### src/rtl/sram_port_arbiter_pkg.sv
// Shared types for the IF/data-to-single-SRAM-bus arbiter: FSM states, grant encoding, latched bus payload.
`timescale 1ns/1ps
package sram_port_arbiter_pkg;

    typedef enum logic [1:0] {
        ARB_IDLE = 2'd0,
        ARB_ADDR = 2'd1,
        ARB_DATA = 2'd2
    } arb_state_e;

    typedef enum logic {
        GRANT_INST = 1'b0,
        GRANT_DATA = 1'b1
    } grant_e;

    localparam int unsigned STARVE_MAX_DEFAULT = 4;

    typedef struct packed {
        logic        wr;
        logic [3:0]  wstrb;
        logic [31:0] addr;
        logic [31:0] wdata;
    } bus_hdr_t;

    // Fetches are always plain reads, so only the address is carried.
    function automatic bus_hdr_t inst_hdr(input logic [31:0] addr);
        bus_hdr_t h;
        h.wr    = 1'b0;
        h.wstrb = 4'h0;
        h.addr  = addr;
        h.wdata = 32'h0;
        return h;
    endfunction

endpackage

### src/rtl/sram_port_arbiter.sv
// Merges the IF and data ports onto one SRAM-like bus, one transaction at a time; data wins unless fetch is starved.
// Latency: request in IDLE -> bus_req next cycle; 3 cycles minimum per transaction with a zero-wait slave.
// Backpressure: requesters hold req until *_addr_ok; stallreq stays high while any access is unresolved.
`timescale 1ns/1ps
module sram_port_arbiter
    import sram_port_arbiter_pkg::*;
#(
    parameter int unsigned STARVE_MAX = STARVE_MAX_DEFAULT
) (
    input  logic        clk,
    input  logic        resetn,

    input  logic        inst_req,
    input  logic [31:0] inst_addr,
    output logic        inst_addr_ok,
    output logic        inst_data_ok,
    output logic [31:0] inst_rdata,

    input  logic        data_req,
    input  logic        data_wr,
    input  logic [3:0]  data_wstrb,
    input  logic [31:0] data_addr,
    input  logic [31:0] data_wdata,
    output logic        data_addr_ok,
    output logic        data_data_ok,
    output logic [31:0] data_rdata,

    output logic        bus_req,
    output logic        bus_wr,
    output logic [3:0]  bus_wstrb,
    output logic [31:0] bus_addr,
    output logic [31:0] bus_wdata,
    input  logic        bus_addr_ok,
    input  logic        bus_data_ok,
    input  logic [31:0] bus_rdata,

    output logic        stallreq
);

    localparam int CNT_W = $clog2(STARVE_MAX + 1);
    localparam logic [CNT_W-1:0] CNT_MAX = CNT_W'(STARVE_MAX);

    arb_state_e       state_q, state_d;
    grant_e           grant_q, grant_d;
    logic [CNT_W-1:0] starve_cnt_q, starve_cnt_d;
    bus_hdr_t         hdr_q, hdr_d;

    logic starve_hit;
    logic pick_data;

    assign starve_hit = (starve_cnt_q == CNT_MAX);
    assign pick_data  = data_req && !(inst_req && starve_hit);

    always_comb begin
        state_d      = state_q;
        grant_d      = grant_q;
        starve_cnt_d = starve_cnt_q;
        hdr_d        = hdr_q;
        case (state_q)
            ARB_IDLE: begin
                if (inst_req || data_req) begin
                    state_d = ARB_ADDR;
                    if (pick_data) begin
                        grant_d     = GRANT_DATA;
                        hdr_d.wr    = data_wr;
                        hdr_d.wstrb = data_wstrb;
                        hdr_d.addr  = data_addr;
                        hdr_d.wdata = data_wdata;
                        // Only a data win over a waiting fetch counts towards starvation.
                        if (!inst_req) begin
                            starve_cnt_d = '0;
                        end else if (!starve_hit) begin
                            starve_cnt_d = starve_cnt_q + CNT_W'(1);
                        end
                    end else begin
                        grant_d      = GRANT_INST;
                        hdr_d        = inst_hdr(inst_addr);
                        starve_cnt_d = '0;
                    end
                end
            end
            ARB_ADDR: begin
                if (bus_addr_ok) begin
                    state_d = ARB_DATA;
                end
            end
            ARB_DATA: begin
                if (bus_data_ok) begin
                    state_d = ARB_IDLE;
                end
            end
            default: state_d = ARB_IDLE;
        endcase
    end

    always_ff @(posedge clk or negedge resetn) begin
        if (!resetn) begin
            state_q      <= ARB_IDLE;
            grant_q      <= GRANT_INST;
            starve_cnt_q <= '0;
            hdr_q        <= '0;
        end else begin
            state_q      <= state_d;
            grant_q      <= grant_d;
            starve_cnt_q <= starve_cnt_d;
            hdr_q        <= hdr_d;
        end
    end

    logic in_addr;
    logic in_data;

    assign in_addr = (state_q == ARB_ADDR);
    assign in_data = (state_q == ARB_DATA);

    assign bus_req   = in_addr;
    assign bus_wr    = hdr_q.wr;
    assign bus_wstrb = hdr_q.wstrb;
    assign bus_addr  = hdr_q.addr;
    assign bus_wdata = hdr_q.wdata;

    assign inst_addr_ok = in_addr && bus_addr_ok && (grant_q == GRANT_INST);
    assign data_addr_ok = in_addr && bus_addr_ok && (grant_q == GRANT_DATA);
    assign inst_data_ok = in_data && bus_data_ok && (grant_q == GRANT_INST);
    assign data_data_ok = in_data && bus_data_ok && (grant_q == GRANT_DATA);

    assign inst_rdata = (in_data && (grant_q == GRANT_INST)) ? bus_rdata : 32'h0;
    assign data_rdata = (in_data && (grant_q == GRANT_DATA)) ? bus_rdata : 32'h0;

    assign stallreq = ((state_q == ARB_IDLE) && (inst_req || data_req))
                    || in_addr
                    || (in_data && !bus_data_ok);

    a_late_data_ok: assert property (@(posedge clk) disable iff (!resetn)
        (state_q == ARB_IDLE) |-> !bus_data_ok)
        else $warning("bus_data_ok with no outstanding transaction, ignored");

    a_inst_req_held: assert property (@(posedge clk) disable iff (!resetn)
        (inst_req && !inst_addr_ok) |=> inst_req)
        else $error("inst_req dropped before inst_addr_ok");

    a_data_req_held: assert property (@(posedge clk) disable iff (!resetn)
        (data_req && !data_addr_ok) |=> data_req)
        else $error("data_req dropped before data_addr_ok");

endmodule

### config.mk
export PLATFORM = sky130hd
export DESIGN_NAME = sram_port_arbiter
export DESIGN_NICKNAME = d
export VERILOG_FILES = /design/src/rtl/sram_port_arbiter_pkg.sv /design/src/rtl/sram_port_arbiter.sv
export SDC_FILE = /design/constraint.sdc
export NUM_CORES = 1
export LEC_CHECK = 0
export BUFFER_PORTS_ARGS = -buffer_cell sky130_fd_sc_hd__buf_2
export CAP_MARGIN = 40
export CORE_AREA = 5 5 105 107
export DETAILED_ROUTE_END_ITERATION = 8
export DIE_AREA = 0 0 110 112
export PLACE_DENSITY = 0.85
export REMOVE_ABC_BUFFERS = 1
export SYNTH_ARGS = -nofsm -noshare
export SYNTH_HDL_FRONTEND = slang
export SYNTH_SLANG_ARGS = --single-unit
### constraint.sdc
create_clock -name clk -period 2.25 [get_ports clk]
set_input_delay 0.1125 -clock clk [delete_from_list [all_inputs] [get_ports clk]]
set_output_delay 0.1125 -clock clk [all_outputs]
set_load 0.05 [all_outputs]
==> results.json, run 1 <==
{
  "relSlewSlack_pct": 54.2,
  "ir_drop_mv": 0.862,
  "rsz0062_at_grt": "true",
  "synth_edf_count": 0,
  "hold_start": "data_wdata[22]",
  "routed_wl_um": 14500,
  "post-route-util_pct": 57.7,
  "routed_via_density": 5.34,
  "hold_violations": 0,
  "yosysWarnings": 0,
  "synthAdderAreaFrac_pct": 0.612,
  "drive_gt1_share_pct": 44.9,
  "layout.cells.non_filler": 829,
  "end_kind": "primary output",
  "io_buffers": 277,
  "clk_pin_slew_worst_paths_ps": 90,
  "synth_top_family_by_area": "simple AND/OR/NAND/NOR gates",
  "crit_slowest_cell": "nor3b_2",
  "fp-row-count": 37,
  "synth.area.top_cells": "dfrtp_1 (46%), and2_1 (10%), a221o_1 (7.8%)",
  "crit_chain": "nor3b_2 -> buf_4 -> and2_1 -> buf_2",
  "drc_errors": 0,
  "clkLatencyLatePin_ps": 340,
  "yosysUniqueCellTypes": 28,
  "synth.yosys.seq_area_share_pct": 45.9,
  "cts_resized": 0,
  "cpLargestDelayFamily": "simple AND/OR/NAND/NOR gates",
  "die-width_um": 110,
  "gp_congestion": 0.972,
  "holdWs_ps": 25.0,
  "grt_overflow": 0,
  "ys_ff_latch": 75,
  "drv_cap": 0,
  "coreArea_sq_um": 10000,
  "synthFlopType": "dfrtp_1",
  "synthSimpleGateAreaFrac_pct": 30.4,
  "period_share_pct": 95.1,
  "fin_nets": 829,
  "antenna_found_initial": 0,
  "worstMarginPinSlew_ps": 685,
  "cts_tree": "done",
  "dp.cells": 806,
  "syn_area_per_cell_sq_um": 9.58,
  "fillers": 891,
  "floorplan.io_pins": 278,
  "synth.most_common_cell": "dfrtp_1",
  "reg2reg_from": "starve_cnt_q[0]$_DFFE_PN0P_",
  "hpwl_um": 10900,
  "die_area_sq_um": 12300,
  "synth_area_sq_um": 4090,
  "cts_max_path_buffers": 2,
  "via_count": 4430,
  "grt_pass1_wl_um": 22100,
  "fmax_mhz": 467,
  "path_max_fanout": 22,
  "groute.usage.overall_pct": 22.5,
  "synth-compound-area-share_pct": 13.2,
  "synthCells": 427,
  "synth_top_area_cell": "dfrtp_1",
  "first_pass_iters": 5,
  "clock-sinks": 75,
  "muxShareOfSynthArea_pct": 0.245,
  "async_reset_ff_share_pct": 100,
  "hold_class": "in2reg",
  "netlist_top_cells_count": "dfrtp_1 (75), and2_1 (68), inv_1 (42)",
  "cts_buffers": 9,
  "crit_start": "state_q[0]$_DFFE_PN0P_",
  "fin_crit_ps": 2140,
  "cts_setup_buffers": 0,
  "start_util_pct": 40.7,
  "final_antenna_net_count": 0,
  "syn2layout_area_growth_pct": 41.8,
  "crit_arrival_ps": 2030,
  "yosys.area.top_type_share_pct": 45.9,
  "worst-path-buf-inv": 2,
  "drt_iter0_markers": 308,
  "status": "finished clean",
  "grt_pass1_vias": 4367,
  "cellLeakagePower_nw": 3.26,
  "htree_levels": 3,
  "max_stage_delay_ps": 500,
  "worstSetupPathType": "reg2out",
  "p_per_area_nw_per_um2": 1540,
  "slew_violations": 0,
  "grt_max_degree": 74,
  "cts-root-buf": "clkbuf_8",
  "num_antenna_cells": 0,
  "critPathLaunchType": "flop",
  "finalPower_w": 0.00890,
  "wl_per_cell_um": 17.5,
  "synthXorXnorAreaFrac_pct": 0,
  "die_h_um": 112,
  "setup_viol": 0,
  "skew_ps": 9.39,
  "cp.required_ps": 2140
}
==> worst paths after layout <==
check / to / slack [ps] / depth (start not counted)
setup / recovery: inst_rdata[2] / 110 / 4
hold / removal: bus_wdata[22]$_DFFE_PN0P_ / 20 / 3
setup reg to reg: bus_addr[8]$_DFFE_PN0P_ / 500 / 7
hold reg to reg: bus_addr[25]$_DFFE_PN0P_ / 510 / 1
max in group asynchronous: bus_wdata[31]$_DFFE_PN0P_ / 1410 / 3
min in group asynchronous: bus_addr[14]$_DFFE_PN0P_ / 260 / 2
==> cells in the final DEF, fill, tap and decap left out, drive strengths merged <==
master / instances
o22ai: 1
nand4: 37
nand4b: 1
and3: 32
o21ai: 39
o2bb2ai: 1
nor2: 3
o311ai: 1
a221o: 32
or2: 1
buf: 289
nor3b: 2
nand3: 3
dlygate4sd3: 7
and4: 32
ha: 2
nand2: 5
nand2b: 2
mux2i: 1
dfrtp: 75
and2: 68
or3b: 1
bufinv: 1
clkbuf: 9
inv: 44
clkinv: 4
==> power by group <==
group	switching (W)	internal, W	total [W]
logic	0.00410	0.00140	0.00549
registers	0.000380	0.00196	0.00234
clock network	0.000542	0.000521	0.00106
total	0.00502	0.00388	0.00890
==> metrics by stage <==
| stage | cell area [sq um] | setup TNS [ps] | setup slack [ps] |
|---|---|---|---|
| floorplan | 3850 | -31840 | -717 |
| global placement | 5510 | 0 | 573 |
| detailed placement | 5530 | 0 | 500 |
| CTS | 5800 | 0 | 103 |
| global route | 5800 | -1150 | -43.8 |
| finish | 5800 | 0 | 111 |
==> state kept, by name, indices dropped and copies added (netlist names) <==
name          flops
bus_wr            1
grant_q           1
starve_cnt_q      3
bus_wdata        32
bus_addr         32
state_q           2
bus_wstrb         4
==> layout make-up <==
class                           count  area, sq um  share of cell area, %
Timing Repair Buffer              296         1560                   26.9
Clock inverter                      7         75.1                   1.29
Clock buffer                        9          124                   2.14
Inverter                           42          158                   2.72
Sequential cell                    75         1880                   32.4
Multi-Input combinational cell    264         1830                   31.6
Tap cell                          136          170                   2.93
==> per-layer routing <==
| metal | routed length, um | global-route usage [%] | up-vias |
|---|---|---|---|
| met4 | 318 | 7.32 | 0 |
| li1 | - | - | 2062 |
| met3 | 1210 | 5.39 | 31 |
| met1 | 5970 | 29.9 | 2117 |
| met2 | 6990 | 35.9 | 220 |
| met5 | 0 | 0 | - |
==> worst register-to-register path, cell delays in order, from the launching register on <==
cell and delay, ps:
dfrtp_1 360, inv_1 70, ha_1 220, nand3_2 90
buf_4 210, nand2_1 70, buf_4 270, a221o_1 340
==> logic make-up after synthesis <==
logic type	Yosys count
simple gates	187
buf+inv	88
flops	75
compound gates	74
fa+ha+maj	2
mux	1
==> timing repair <==
item                                    CTS  global route
endpoints found under the hold margin    38             0
hold buffers                              7             0
endpoints found under the setup margin    0            46
Note: power is estimated with default switching activity, not from simulation.
==> inputs of run 2 (changes only) <==
Settings changed: PLACE_DENSITY 0.85 to 0.8.
Clock period 2.25 ns to 2.7 ns, I/O delays scaled along.
==> results.json, run 2 (same netlist as run 1, synthesis figures left out) <==
{
  "path_max_fanout": 20,
  "floorplan.io_pins": 278,
  "holdPathStages": 3,
  "cts_tree": "done",
  "final_antenna_net_count": 0,
  "start_util_pct": 40.7,
  "die_h_um": 112,
  "worstMarginPinSlew_ps": 659,
  "ir_drop_mv": 0.846,
  "final_common_cell": "buf_2",
  "fin_nets": 824,
  "drive_gt1_share_pct": 45.2,
  "drc_errors": 0,
  "clkLatencyLatePin_ps": 330,
  "routed_via_density": 5.18,
  "cp.required_ps": 2570,
  "htree_levels": 3,
  "most-common-layout-cells": "buf_2 (276), dfrtp_1 (75), and2_1 (68)",
  "setup_viol": 0,
  "antenna_found_initial": 1,
  "die-width_um": 110,
  "reg2reg_from": "starve_cnt_q[0]$_DFFE_PN0P_",
  "dp.cells": 806,
  "drt_iter0_markers": 213,
  "setup-tns-final_ps": 0,
  "clk_pin_slew_worst_paths_ps": 80,
  "fmax_mhz": 445,
  "fillers": 894,
  "skew_ps": 11.2,
  "rsz0062_at_grt": "false",
  "crit_arrival_ps": 2110,
  "fin_crit_ps": 2250,
  "routed_wl_um": 13600,
  "reg2regPathDepth": 6,
  "gp_congestion": 0.854,
  "critPathLaunchType": "flop",
  "hold_violations": 0,
  "io_buffers": 277,
  "status": "finished clean",
  "hold_start": "data_wdata[8]",
  "syn2layout_area_growth_pct": 41.1,
  "cts_resized": 0,
  "grt_pass1_vias": 4241,
  "groute.usage.overall_pct": 21.2,
  "wl_per_cell_um": 16.5,
  "p_per_area_nw_per_um2": 1290,
  "hold_class": "in2reg",
  "cts-root-buf": "clkbuf_8",
  "grt_overflow": 0,
  "grt_max_degree": 74,
  "cts_max_path_buffers": 2,
  "hpwl_um": 10200,
  "die_area_sq_um": 12300,
  "first_pass_iters": 4,
  "via_count": 4265,
  "rrSetupSlack_ps": 690,
  "end_kind": "primary output",
  "clock-sinks": 75,
  "grt_pass1_wl_um": 21100,
  "relSlewSlack_pct": 55.9,
  "worstSetupPathType": "reg2out",
  "num_antenna_cells": 0,
  "drv_cap": 0,
  "coreArea_sq_um": 10000,
  "slew_violations": 0,
  "cts_buffers": 9,
  "layout.cells.non_filler": 824,
  "cellLeakagePower_nw": 3.24,
  "crit_start": "state_q[0]$_DFFE_PN0P_",
  "holdWs_ps": 50.6,
  "reg2reg_to": "bus_addr[5]$_DFFE_PN0P_",
  "period_share_pct": 83.3,
  "hold_end": "bus_wdata[8]$_DFFE_PN0P_",
  "fp-row-count": 37
}
-- run 2: changes by cell type in the layout (fill, tap and decap cells not counted), sizes merged --
cell,previous run,this run
clkinv,4,2
inv,44,43
clkbuf,9,11
dlygate4sd3,7,2
clkinvlp,0,1
-- run 2: how the worst max path moves through the flow --
stage / slack, ps / depth (start not counted) / endpoint
2_1_floorplan: -270 / 5 / bus_addr[0]$_DFFE_PN0P_
6_report: 450 / 4 / inst_rdata[30]
5_1_grt: 300 / 4 / inst_rdata[4]
3_5_place_dp: 660 / 6 / bus_addr[16]$_DFFE_PN0P_
4_1_cts: 450 / 4 / inst_rdata[4]
3_3_place_gp: 770 / 6 / bus_addr[24]$_DFFE_PN0P_
-- run 2: metal layers --
metal	vias to the layer above	GRT usage (%)	share of wire (%)
met5	-	0	0.051
met4	2	6.32	1.3
met3	20	5.91	9.1
met1	2037	27.4	42
li1	2035	-	-
met2	171	34.3	48
-- run 2: critical path, cell delays in order (launching register included) --
cell and delay, ps:
dfrtp_1 470, nor3b_2 560, buf_4 320, and2_1 160, buf_2 260
-- run 2: stage by stage --
step                      power [W]  setup WS [ps]  util [%]  area [sq um]
after floorplan             0.00528           -267         -          3850
after global placement      0.00643            773      54.8          5510
after detailed placement    0.00655            661      55.1          5540
after CTS                   0.00747            455      57.4          5770
after global routing        0.00783            296      57.4          5770
final                       0.00741            451      57.4          5770
-- run 2: area by class of cell --
cell class | count | area [sq um] | area share, %
Timing Repair Buffer | 291 | 1520 | 26.3
Clock inverter | 5 | 60.1 | 1.04
Multi-Input combinational cell | 264 | 1830 | 31.8
Sequential cell | 75 | 1880 | 32.5
Inverter | 42 | 158 | 2.73
Tap cell | 136 | 170 | 2.95
Clock buffer | 11 | 151 | 2.62
-- run 2: power breakdown --
part	internal (W)	leakage, nW	total [W]	switching, W
registers	0.00164	0.939	0.00196	0.000324
clock network	0.000481	0.106	0.000896	0.000415
logic	0.00117	2.20	0.00456	0.00339
total	0.00329	3.24	0.00741	0.00413
-- run 2: repair_timing --
item / 4_1_cts / 5_1_grt
hold buffers: 2 / 0
endpoints found under the hold margin: 23 / 0
setup buffers: 0 / 0
==> inputs of run 3 (changes only) <==
Settings changed: ABC_AREA from default to 1, CORE_AREA 5 5 105 107 to default, CORE_MARGIN from default to 5, CORE_UTILIZATION from default to 42, DIE_AREA 0 0 110 112 to default, PLACE_DENSITY 0.8 to 0.82.
Clock period 2.7 ns to 2.2 ns, I/O delays scaled along.
==> results.json, run 3 <==
{
  "clkLatencyLatePin_ps": 350,
  "reg2reg_from": "starve_cnt_q[0]$_DFFE_PN0P_",
  "relSlewSlack_pct": 62.4,
  "synth.yosys.seq_area_share_pct": 47.5,
  "worstSetupPathType": "reg2out",
  "crit_chain": "inv_1 -> nand3_1 -> buf_4 -> nor2_1 -> buf_2",
  "drive_gt1_share_pct": 34.6,
  "io_buffers": 277,
  "grt_pass1_wl_um": 23100,
  "holdPathStages": 5,
  "wl_per_cell_um": 14.9,
  "cts_buffers": 9,
  "p_int_w": 0.00381,
  "gp_congestion": 0.865,
  "status": "finished clean",
  "synth_top_area_cell": "dfrtp_1",
  "skew_ps": 20.8,
  "yosysWarnings": 0,
  "hold_start": "inst_addr[30]",
  "routed_wl_um": 14900,
  "rsz0062_at_grt": "false",
  "setup_viol": 0,
  "drc_errors": 0,
  "syn2layout_area_growth_pct": 52.3,
  "grt_overflow": 0,
  "drt_iter0_markers": 321,
  "cp.required_ps": 2090,
  "clock-sinks": 75,
  "die_area_sq_um": 11500,
  "dpl_cell_area_sq_um": 5420,
  "fmax_mhz": 600,
  "final_cell_area_sq_um": 6020,
  "fp-row-count": 35,
  "groute.usage.overall_pct": 25.7,
  "reg2regPathDepth": 8,
  "final_antenna_net_count": 0,
  "htree_levels": 3,
  "yosysUniqueCellTypes": 19,
  "yosys.area.top_type_share_pct": 47.5,
  "synth_area_sq_um": 3960,
  "die-width_um": 107,
  "cellLeakagePower_nw": 4.00,
  "netlist_top_cells_count": "nand2_1 (219), inv_1 (103), dfrtp_1 (75)",
  "crit_slowest_cell": "dfrtp_1",
  "via_count": 4685,
  "syn_area_per_cell_sq_um": 6.82,
  "max_stage_delay_ps": 380,
  "hold_violations": 0,
  "coreArea_sq_um": 9200,
  "synth_edf_count": 0,
  "final_common_cell": "buf_2",
  "cts-root-buf": "clkbuf_8",
  "synth.area.top_cells": "dfrtp_1 (47%), nand2_1 (21%), inv_1 (9.8%)",
  "hold_class": "in2reg",
  "combPwrFrac_pct": 60.5,
  "start_util_pct": 43.0,
  "drv_cap": 0,
  "synthFlopType": "dfrtp_1",
  "critPathLaunchType": "flop",
  "end_kind": "primary output",
  "worstMarginPinSlew_ps": 563,
  "synthCells": 580,
  "synth.most_common_cell": "nand2_1",
  "antenna_found_initial": 0,
  "fin_nets": 1028,
  "floorplan.io_pins": 278,
  "async_reset_ff_share_pct": 100,
  "pwr-share-seq_pct": 26.4,
  "holdWs_ps": 64.6,
  "p_per_area_nw_per_um2": 1490,
  "most-common-layout-cells": "buf_2 (276), nand2_1 (219), inv_1 (103)",
  "grt_max_degree": 44,
  "swShare_pct": 57.7,
  "routed_via_density": 4.67,
  "clock_power_share_pct": 13.0,
  "crit_arrival_ps": 1560,
  "period_share_pct": 75.8,
  "power.switching_w": 0.00518,
  "path_max_fanout": 33,
  "grt_pass1_vias": 4577,
  "hpwl_um": 10800,
  "clk_pin_slew_worst_paths_ps": 80,
  "crit_start": "state_q[0]$_DFFE_PN0P_",
  "first_pass_iters": 5,
  "fin_crit_ps": 1670,
  "cts_max_path_buffers": 2,
  "ir_drop_mv": 0.980,
  "fillers": 801,
  "slew_violations": 0,
  "ys_ff_latch": 75,
  "die_h_um": 107,
  "cts_tree": "done"
}
[run 3: worst max-delay path: cells and delay by family (launching register included)]
family | cells | cell delay, ps
flip-flops | 1 | 380
buffers and inverters | 3 | 620
AND/OR/NAND/NOR | 2 | 220
[run 3: kinds of logic (layout without fill, tap and decap cells)]
family	Yosys count	count (layout)	synth area share [%]
flip-flops	75	75	47.5
AND/OR/NAND/NOR	364	364	37.1
other	0	1	0
buffers and inverters	135	446	14.0
adder cells (fa/ha/maj)	2	2	0.633
AO/OA/AOI/OAI	4	4	0.791
[run 3: layout make-up]
class                           count  area (sq um)  share of cell area, %
Clock inverter                      6          90.1                   1.50
Antenna cell                        1          2.50                 0.0416
Clock buffer                        9           124                   2.06
Timing Repair Buffer              327          1870                   31.1
Multi-Input combinational cell    370          1530                   25.3
Inverter                          104           390                   6.48
Sequential cell                    75          1880                   31.2
Tap cell                          111           139                   2.31
[run 3: metrics by stage]
step	std cells	setup slack [ps]	utilization [%]	power (W)	TNS [ps]
detailed placement	948	632	58.9	0.00778	0
finish	1003	533	65.5	0.00899	0
CTS	1002	525	65.5	0.00901	0
global route	1002	409	65.5	0.00949	0
floorplan	549	-215	-	0.00629	-8100
global placement	947	664	58.7	0.00772	0
[run 3: worst paths after layout]
| path | endpoint | slack [ps] |
|---|---|---|
| min in group asynchronous | bus_wdata[6]$_DFFE_PN0P_ | 250 |
| min reg2reg | bus_addr[14]$_DFFE_PN0P_ | 480 |
| max reg2reg | bus_wdata[3]$_DFFE_PN0P_ | 590 |
| max in group asynchronous | grant_q$_DFFE_PN0P_ | 1370 |
| max | data_rdata[3] | 530 |
| min | bus_addr[30]$_DFFE_PN0P_ | 60 |
[run 3: what timing repair did]
action | 4_1_cts | 5_1_grt
gates resized for setup | 0 | 0
buffers inserted | 0 | 0
setup endpoints to repair | 0 | 0
hold buffers | 39 | 0
endpoints found under the hold margin | 73 | 0
[run 3: metal layers]
layer	up-vias	wire, um	GRT usage [%]
li1	2314	-	-
met1	2085	5250	26.5
met2	227	7730	46.5
met3	59	1040	5.42
met4	0	904	16.6
met5	-	0	0
[run 3: power groups by stage]
stage / clock network [W] / logic, W / registers [W]
floorplan: 0 / 0.00184 / 0.00445
global placement: 0 / 0.00535 / 0.00237
detailed placement: 0 / 0.00541 / 0.00237
CTS: 0.00119 / 0.00545 / 0.00237
global route: 0.00127 / 0.00577 / 0.00246
finish: 0.00117 / 0.00544 / 0.00238
